File: src/rtl/seven_seg_scan_ctrl.sv
// Count-tick prescaler, BCD carry chain and multiplexed common-anode scan for a 4-digit counter.
// Optional feature macro: LZ_BLANK_EN (leading-zero suppression); default build drives all digits.
module seven_seg_scan_ctrl #(
  parameter int TICK_DIV  = 12000000,
  parameter int SCAN_DIV  = 12000,
  parameter int BLANK_CYC = 16
) (
  input  logic        clock,
  input  logic        clear,
  input  logic        run,
  input  logic [15:0] digit_q,
  output logic [3:0]  cnt_en,
  output logic        rollover,
  output logic [3:0]  an,
  output logic [6:0]  seg,
  output logic        dp
);

  localparam int TW   = (TICK_DIV > 1) ? $clog2(TICK_DIV) : 1;
  localparam int SMAX = (SCAN_DIV > BLANK_CYC) ? SCAN_DIV : BLANK_CYC;
  localparam int SW   = $clog2(SMAX);

  typedef enum logic {ST_BLANK, ST_SCAN} state_t;

  logic [TW-1:0] presc_q, presc_d;
  logic          tick_q, tick_d;
  logic          hb_q, hb_d;
  logic          rollover_q, rollover_d;
  state_t        state_q, state_d;
  logic [SW-1:0] sc_q, sc_d;
  logic [1:0]    idx_q, idx_d;
  logic [3:0]    an_q, an_d;
  logic [6:0]    seg_q, seg_d;
  logic          dp_q, dp_d;

  logic [3:0]    nine;
  logic [3:0]    cur_digit;
  logic          lz_blank;

  function automatic logic [6:0] decode(input logic [3:0] d);
    case (d)
      4'd0:    decode = 7'h40;
      4'd1:    decode = 7'h79;
      4'd2:    decode = 7'h24;
      4'd3:    decode = 7'h30;
      4'd4:    decode = 7'h19;
      4'd5:    decode = 7'h12;
      4'd6:    decode = 7'h02;
      4'd7:    decode = 7'h78;
      4'd8:    decode = 7'h00;
      4'd9:    decode = 7'h10;
      default: decode = 7'h3F;  // invalid BCD shown as a dash
    endcase
  endfunction

  genvar gi;
  generate
    for (gi = 0; gi < 4; gi++) begin : g_nine
      assign nine[gi] = (digit_q[4*gi +: 4] == 4'd9);
    end
  endgenerate

  // Carry ripples only through digits holding exactly 9.
  always_comb begin
    logic carry;
    cnt_en = 4'b0000;
    carry  = tick_q;
    for (int i = 0; i < 4; i++) begin
      cnt_en[i] = carry;
      carry     = carry & nine[i];
    end
  end

  always_comb begin
    presc_d    = presc_q;
    tick_d     = 1'b0;
    if (run) begin
      if (presc_q == TW'(TICK_DIV - 1)) begin
        presc_d = '0;
        tick_d  = 1'b1;
      end else begin
        presc_d = presc_q + 1'b1;
      end
    end
    hb_d       = hb_q ^ tick_q;
    rollover_d = tick_q & (&nine);
  end

  always_comb begin
    state_d = state_q;
    sc_d    = sc_q + 1'b1;
    idx_d   = idx_q;
    case (state_q)
      ST_BLANK: begin
        if (sc_q == SW'(BLANK_CYC - 1)) begin
          state_d = ST_SCAN;
          sc_d    = '0;
        end
      end
      default: begin
        if (sc_q == SW'(SCAN_DIV - 1)) begin
          state_d = ST_BLANK;
          sc_d    = '0;
          idx_d   = idx_q + 2'd1;
        end
      end
    endcase
  end

  assign cur_digit = digit_q[{idx_q, 2'b00} +: 4];

`ifdef LZ_BLANK_EN
  assign lz_blank = (idx_q != 2'd0) && ((digit_q >> {idx_q, 2'b00}) == 16'h0000);
`else
  assign lz_blank = 1'b0;
`endif

  always_comb begin
    an_d  = 4'hF;
    seg_d = 7'h7F;
    dp_d  = 1'b1;
    if (state_q == ST_SCAN && !lz_blank) begin
      an_d  = ~(4'b0001 << idx_q);
      seg_d = decode(cur_digit);
      dp_d  = ~((idx_q == 2'd0) & hb_q);
    end
  end

  always_ff @(posedge clock or posedge clear) begin
    if (clear) begin
      presc_q    <= '0;
      tick_q     <= 1'b0;
      hb_q       <= 1'b0;
      rollover_q <= 1'b0;
      state_q    <= ST_BLANK;
      sc_q       <= '0;
      idx_q      <= 2'd0;
      an_q       <= 4'hF;
      seg_q      <= 7'h7F;
      dp_q       <= 1'b1;
    end else begin
      presc_q    <= presc_d;
      tick_q     <= tick_d;
      hb_q       <= hb_d;
      rollover_q <= rollover_d;
      state_q    <= state_d;
      sc_q       <= sc_d;
      idx_q      <= idx_d;
      an_q       <= an_d;
      seg_q      <= seg_d;
      dp_q       <= dp_d;
    end
  end

  assign rollover = rollover_q;
  assign an       = an_q;
  assign seg      = seg_q;
  assign dp       = dp_q;

endmodule

File: config.mk
export PLATFORM = sky130hd
export DESIGN_NAME = seven_seg_scan_ctrl
export DESIGN_NICKNAME = d
export VERILOG_FILES = /design/src/rtl/seven_seg_scan_ctrl.sv
export SDC_FILE = /design/constraint.sdc
export NUM_CORES = 1
export LEC_CHECK = 0
export CORE_MARGIN = 4
export CORE_UTILIZATION = 50
export DETAILED_ROUTE_END_ITERATION = 10
export GPL_TIMING_DRIVEN = 0
export PLACE_DENSITY_LB_ADDON = 0.15
export RECOVER_POWER = 50
export SYNTH_ARGS = -nofsm -noshare
export SYNTH_HDL_FRONTEND = slang
export SYNTH_SLANG_ARGS = --single-unit
File: constraint.sdc
create_clock -name clock -period 6.67 [get_ports clock]
set_clock_uncertainty 0.2 [all_clocks]
set_input_delay 1.0005 -clock clock [delete_from_list [all_inputs] [get_ports clock]]
set_output_delay 1.0005 -clock clock [all_outputs]
set_load 0.03 [all_outputs]
==> impl_metrics.ini, run 1 <==
[grt]
use_met1_pct = 21.18
grt-busiest-layer = met2
grt_max_degree = 37
use_met2_pct = 27.62
antenna_found_initial = 0
grt_overflow_total = 0
grtUsageTotal_pct = 16.48
grt_pass1_vias = 2102
grt_util_met3_pct = 2.764
grt_pass1_wl_um = 9528

[critical_path]
crit_start = digit_q[11]
reg2reg_from = presc_q[0]$_DFFE_PP0P_
crit_required_ns = 5.47
path_max_fanout = 2
crit_type = in -> out
start_kind = primary input
worst_ep_arrival_time_ns = 2.73
worstSetupEndpointType = primary output

[drt]
ant_nets = 0
drt-initial-drc-count = 80
routedWlPerCell_um = 13.97
routed_via_density = 5.510
drt_first_pass_iters = 4
num_vias = 2160
drc = 0
wl_um = 5476

[sta]
hold_viol_final = 0
period_minus_slack_ns = 3.930
rsz0062_at_grt = no
fmax_mhz = 254.5
slew_headroom_pct = -22.56
finalSetupViolCount = 0
slew_violations = 37
setup_tns_ns = 0
worst_pin_slew_ns = 1.838
period_share_pct = 58.91
whs_ns = 0.2767

[floorplanning]
pin_count = 36
die_w_um = 83.92
die_y_um = 83.92
core_sq_um = 5540
die_area_sq_um = 7042
start_util_pct = 52.01
rows = 27

[synth]
ys_ff_latch = 56
syn_nets = 307
avgSynthCellArea_sq_um = 10.44
synth_cells = 276
seq_area_frac_synth_pct = 49.15
yosysUniqueCellTypes = 42
synth_edf_count = 0
synth_area_sq_um = 2882
async_flop_share_pct = 100.0
ys_warn_count = 0
synth_flop_cell = dfrtp_1

[final_layout]
finalNetCount = 350
layout_commonest_cell = dfrtp_1
n_antenna_cell = 0
drive_gt1_share_pct = 10.94
areaGrowthSynthToFinish_pct = 19.15
final_cells = 392
final_cell_mix = dfrtp_1, clkdlybuf4s50_1, nor2_1
fin_util_pct = 61.97
stdcell_area_sq_um = 3433

[place]
place_area_sq_um = 3342
gp_congestion = 0.7824
dp_cells = 384
io_buffers = 35
dp_hpwl_um = 4152

[worst_hold_path]
hold_start = hb_q$_DFF_PP0_
hold_path.class = reg -> reg

[clock_network]
cts_tree = yes
cts_setup_buffers = 0
cts_buffers = 5
clk_path_buf_depth = 2
h-tree-depth = 2
clk_pin_slew_ns = 0.09
cts.sinks = 56
clk_latency_ns = 0.31
cts-root-buf = clkbuf_8
post_cts_resized = 0
cts.hold.buffers_added = 0

[power_and_ir_drop]
power_leakage_uw = 0.001450
vdd_drop_max_v = 0.0001018
powerDensity_nw_per_um2 = 204.8

[flow_run]
drv_cap = 1

[status]
status = finished, violations left
violations = max-capacitance violations, max-slew violations
[sequential cells by signal (all words and copies together) (netlist names)]
name,cells
presc_q,24
sc_q,14
seg,7
an,4
idx_q,2
dp,1
hb_q,1
rollover,1
state_q,1
tick_q,1
[metal layers]
metal	wire, um	vias to the layer above
met2	2735	25
li1	-	1077
met3	111	12
met1	2506	1046
met5	0	-
met4	123	0
[per-stage QoR]
| step | total power [uW] | worst slack [ns] |
|---|---|---|
| finish | 703.2 | 2.740 |
| global route | 743.6 | 2.474 |
| CTS | 713.0 | 2.716 |
| detailed placement | 494.1 | 2.712 |
| global placement | 487.8 | 2.727 |
| floorplan | 456.0 | 3.436 |
[Yosys cell counts, types with 3 or more instances]
cell / instances / share of area [%]
nor4bb_1: 4 / 1.4
clkbuf_1: 4 / 0.52
nand2_1: 19 / 2.5
o21ai_0: 7 / 1.2
mux2i_1: 3 / 1.0
or4_1: 8 / 2.1
xnor2_1: 14 / 4.3
mux4_2: 4 / 3.1
o31ai_1: 7 / 1.8
nand3_1: 12 / 2.1
a21oi_1: 11 / 1.9
and3_1: 7 / 1.5
buf_2: 3 / 0.52
dfrtp_1: 44 / 38
nand4_1: 11 / 2.4
nor2_1: 25 / 3.3
nor4_1: 9 / 2.0
ha_1: 12 / 5.2
xor2_1: 13 / 4.0
inv_1: 14 / 1.8
dfstp_2: 12 / 11
nor3_1: 7 / 1.2
[power breakdown]
group          total (uW)  switching, uW  internal [uW]
logic                92.9           48.3           44.6
registers             392           25.4            366
clock network         219            107            112
total                 703            181            522
[cell families (layout without fill, tap and decap cells)]
logic type,after synthesis,after routing,share of synthesized area (%)
AND/OR/NAND/NOR,117,117,22.36
flip-flops,56,56,49.15
AO/OA/AOI/OAI,32,32,6.861
XOR/XNOR,27,27,8.207
buffers and inverters,23,67,3.256
adder cells (fa/ha/maj),12,12,5.210
multiplexers,9,9,4.950
[critical path, stage by stage]
cell and delay, ns:
clkdlybuf4s50_1 0.48, nor4bb_1 0.37, and3_1 0.20, clkdlybuf4s50_1 0.67
[worst paths after layout]
check / endpoint / slack [ns] / cells after the start
setup / recovery: cnt_en[3] / 2.74 / 4
hold / removal: dp$_DFF_PP1_ / 0.28 / 1
setup reg to reg: presc_q[7]$_DFFE_PP0P_ / 4.16 / 6
hold reg to reg: dp$_DFF_PP1_ / 0.28 / 1
max in group asynchronous: hb_q$_DFF_PP0_ / 3.03 / 3
min in group asynchronous: presc_q[8]$_DFFE_PP0P_ / 1.06 / 2
[area by class of cell]
class / count / area [sq um]
fillers: 474 / 2107
repair buffers: 36 / 354.1
flip-flops and latches: 56 / 1416
inverters: 14 / 52.55
multi-input cells: 197 / 1371
plain buffers: 9 / 41.29
clock inverters: 2 / 35.03
well taps: 72 / 90.09
clock buffers: 6 / 72.57
Note: power is estimated with default switching activity, not from simulation.
==> run 2: changes to the inputs <==
==> constraint.sdc (replaced) <==
create_clock -name clock -period 3.45 [get_ports clock]
set_clock_uncertainty 0.2 [all_clocks]
set_input_delay 0.5175 -clock clock [delete_from_list [all_inputs] [get_ports clock]]
set_output_delay 0.5175 -clock clock [all_outputs]
set_load 0.03 [all_outputs]
==> impl_metrics.ini, run 2 (same netlist as run 1, synthesis figures left out) <==
[grt]
grtUsageTotal_pct = 16.48
grt_pass1_wl_um = 9528
grt_overflow_total = 0
grt_pass1_vias = 2102
grt_max_degree = 37
antenna_found_initial = 0

[final_layout]
largest_reg_flops = 24
drive_gt1_share_pct = 11.25
finalNetCount = 350
areaGrowthSynthToFinish_pct = 19.19
n_antenna_cell = 0
final_cell_mix = dfrtp_1, clkdlybuf4s50_1, nor2_1
final_cells = 392
layout_commonest_cell = dfrtp_1
top_register = presc_q

[clock_network]
clk_pin_slew_ns = 0.09
cts-root-buf = clkbuf_8
clk_path_buf_depth = 2
h-tree-depth = 2
cts.hold.buffers_added = 0
cts.sinks = 56
clk_latency_ns = 0.31
post_cts_resized = 0
cts_buffers = 5
cts_tree = yes
cts_setup_buffers = 0

[sta]
period_minus_slack_ns = 2.964
rsz0062_at_grt = no
finalSetupViolCount = 0
setup_tns_ns = 0
layout_setup_ws_ns = 0.4865
worst_pin_slew_ns = 0.8529
period_share_pct = 85.90
whs_ns = 0.2767
slew_headroom_pct = 43.14
fmax_mhz = 337.4
slew_violations = 0
hold_viol_final = 0

[floorplanning]
pin_count = 36
die_y_um = 83.92
core_sq_um = 5540
start_util_pct = 52.01
die_area_sq_um = 7042
die_w_um = 83.92
rows = 27

[critical_path]
worstSetupEndpointType = primary output
start_kind = primary input
crit_type = in -> out
reg2reg_depth = 6
crit_required_ns = 2.73
worst_ep_arrival_time_ns = 2.25
path_max_fanout = 2

[drt]
routedWlPerCell_um = 13.97
routed_via_density = 5.508
drt_first_pass_iters = 4
num_vias = 2159
wl_um = 5476
ant_nets = 0
drc = 0
drt-initial-drc-count = 80

[place]
io_buffers = 35
dp_cells = 384
gp_congestion = 0.7824
dp_slack_ns = 0.3973
dp_hpwl_um = 4152

[worst_hold_path]
hold_depth = 1
hold_path.class = reg -> reg

[power_and_ir_drop]
powerDensity_nw_per_um2 = 395.9
power_leakage_uw = 0.001453
vdd_drop_max_v = 0.0001969

[status]
status = finished clean

[flow_run]
drv_cap = 0
run 2: per-layer routing:
| metal | wire, um | vias to the layer above | GRT usage [%] |
|---|---|---|---|
| met5 | 0 | - | 0 |
| met4 | 123 | 0 | 6.579 |
| met3 | 111 | 12 | 2.764 |
| met2 | 2734 | 25 | 27.62 |
| met1 | 2507 | 1045 | 21.18 |
| li1 | - | 1077 | - |
run 2: report_power, final:
part | switching [uW] | internal (uW) | total (uW)
registers | 49.2 | 708 | 757
clock network | 207 | 216 | 423
logic | 93.5 | 86.3 | 180
total | 350 | 1010 | 1360
run 2: worst max-delay path: stages:
cell and delay [ns]:
clkdlybuf4s50_1 0.48, nor4bb_1 0.37, and3_1 0.20, clkdlybuf4s50_1 0.67
run 2: final timing paths:
kind	from	endpoint	slack, ns
hold reg to reg	hb_q$_DFF_PP0_	dp$_DFF_PP1_	0.28
setup / recovery	digit_q[11]	cnt_en[3]	0.49
hold / removal	hb_q$_DFF_PP0_	dp$_DFF_PP1_	0.28
setup reg to reg	presc_q[0]$_DFFE_PP0P_	presc_q[7]$_DFFE_PP0P_	0.94
max in group asynchronous	clear	hb_q$_DFF_PP0_	1.15
min in group asynchronous	clear	presc_q[8]$_DFFE_PP0P_	0.58
run 2: per-stage QoR:
step	cell area [sq um]	utilization, %	power, uW
after global placement	3322	59.96	943.0
final	3435	61.99	1360
after global routing	3435	61.99	1438
after detailed placement	3342	60.32	955.3
after floorplan	2882	-	881.7
after CTS	3450	62.26	1378
run 2: area by class of cell:
class | count | area [sq um]
buffer | 9 | 41.29
clock buffer | 6 | 72.57
clock inverter | 2 | 35.03
fill | 473 | 2106
inverter | 14 | 52.55
multi-input combinational | 197 | 1371
sequential | 56 | 1416
tap | 72 | 90.09
timing repair buffer | 36 | 355.3
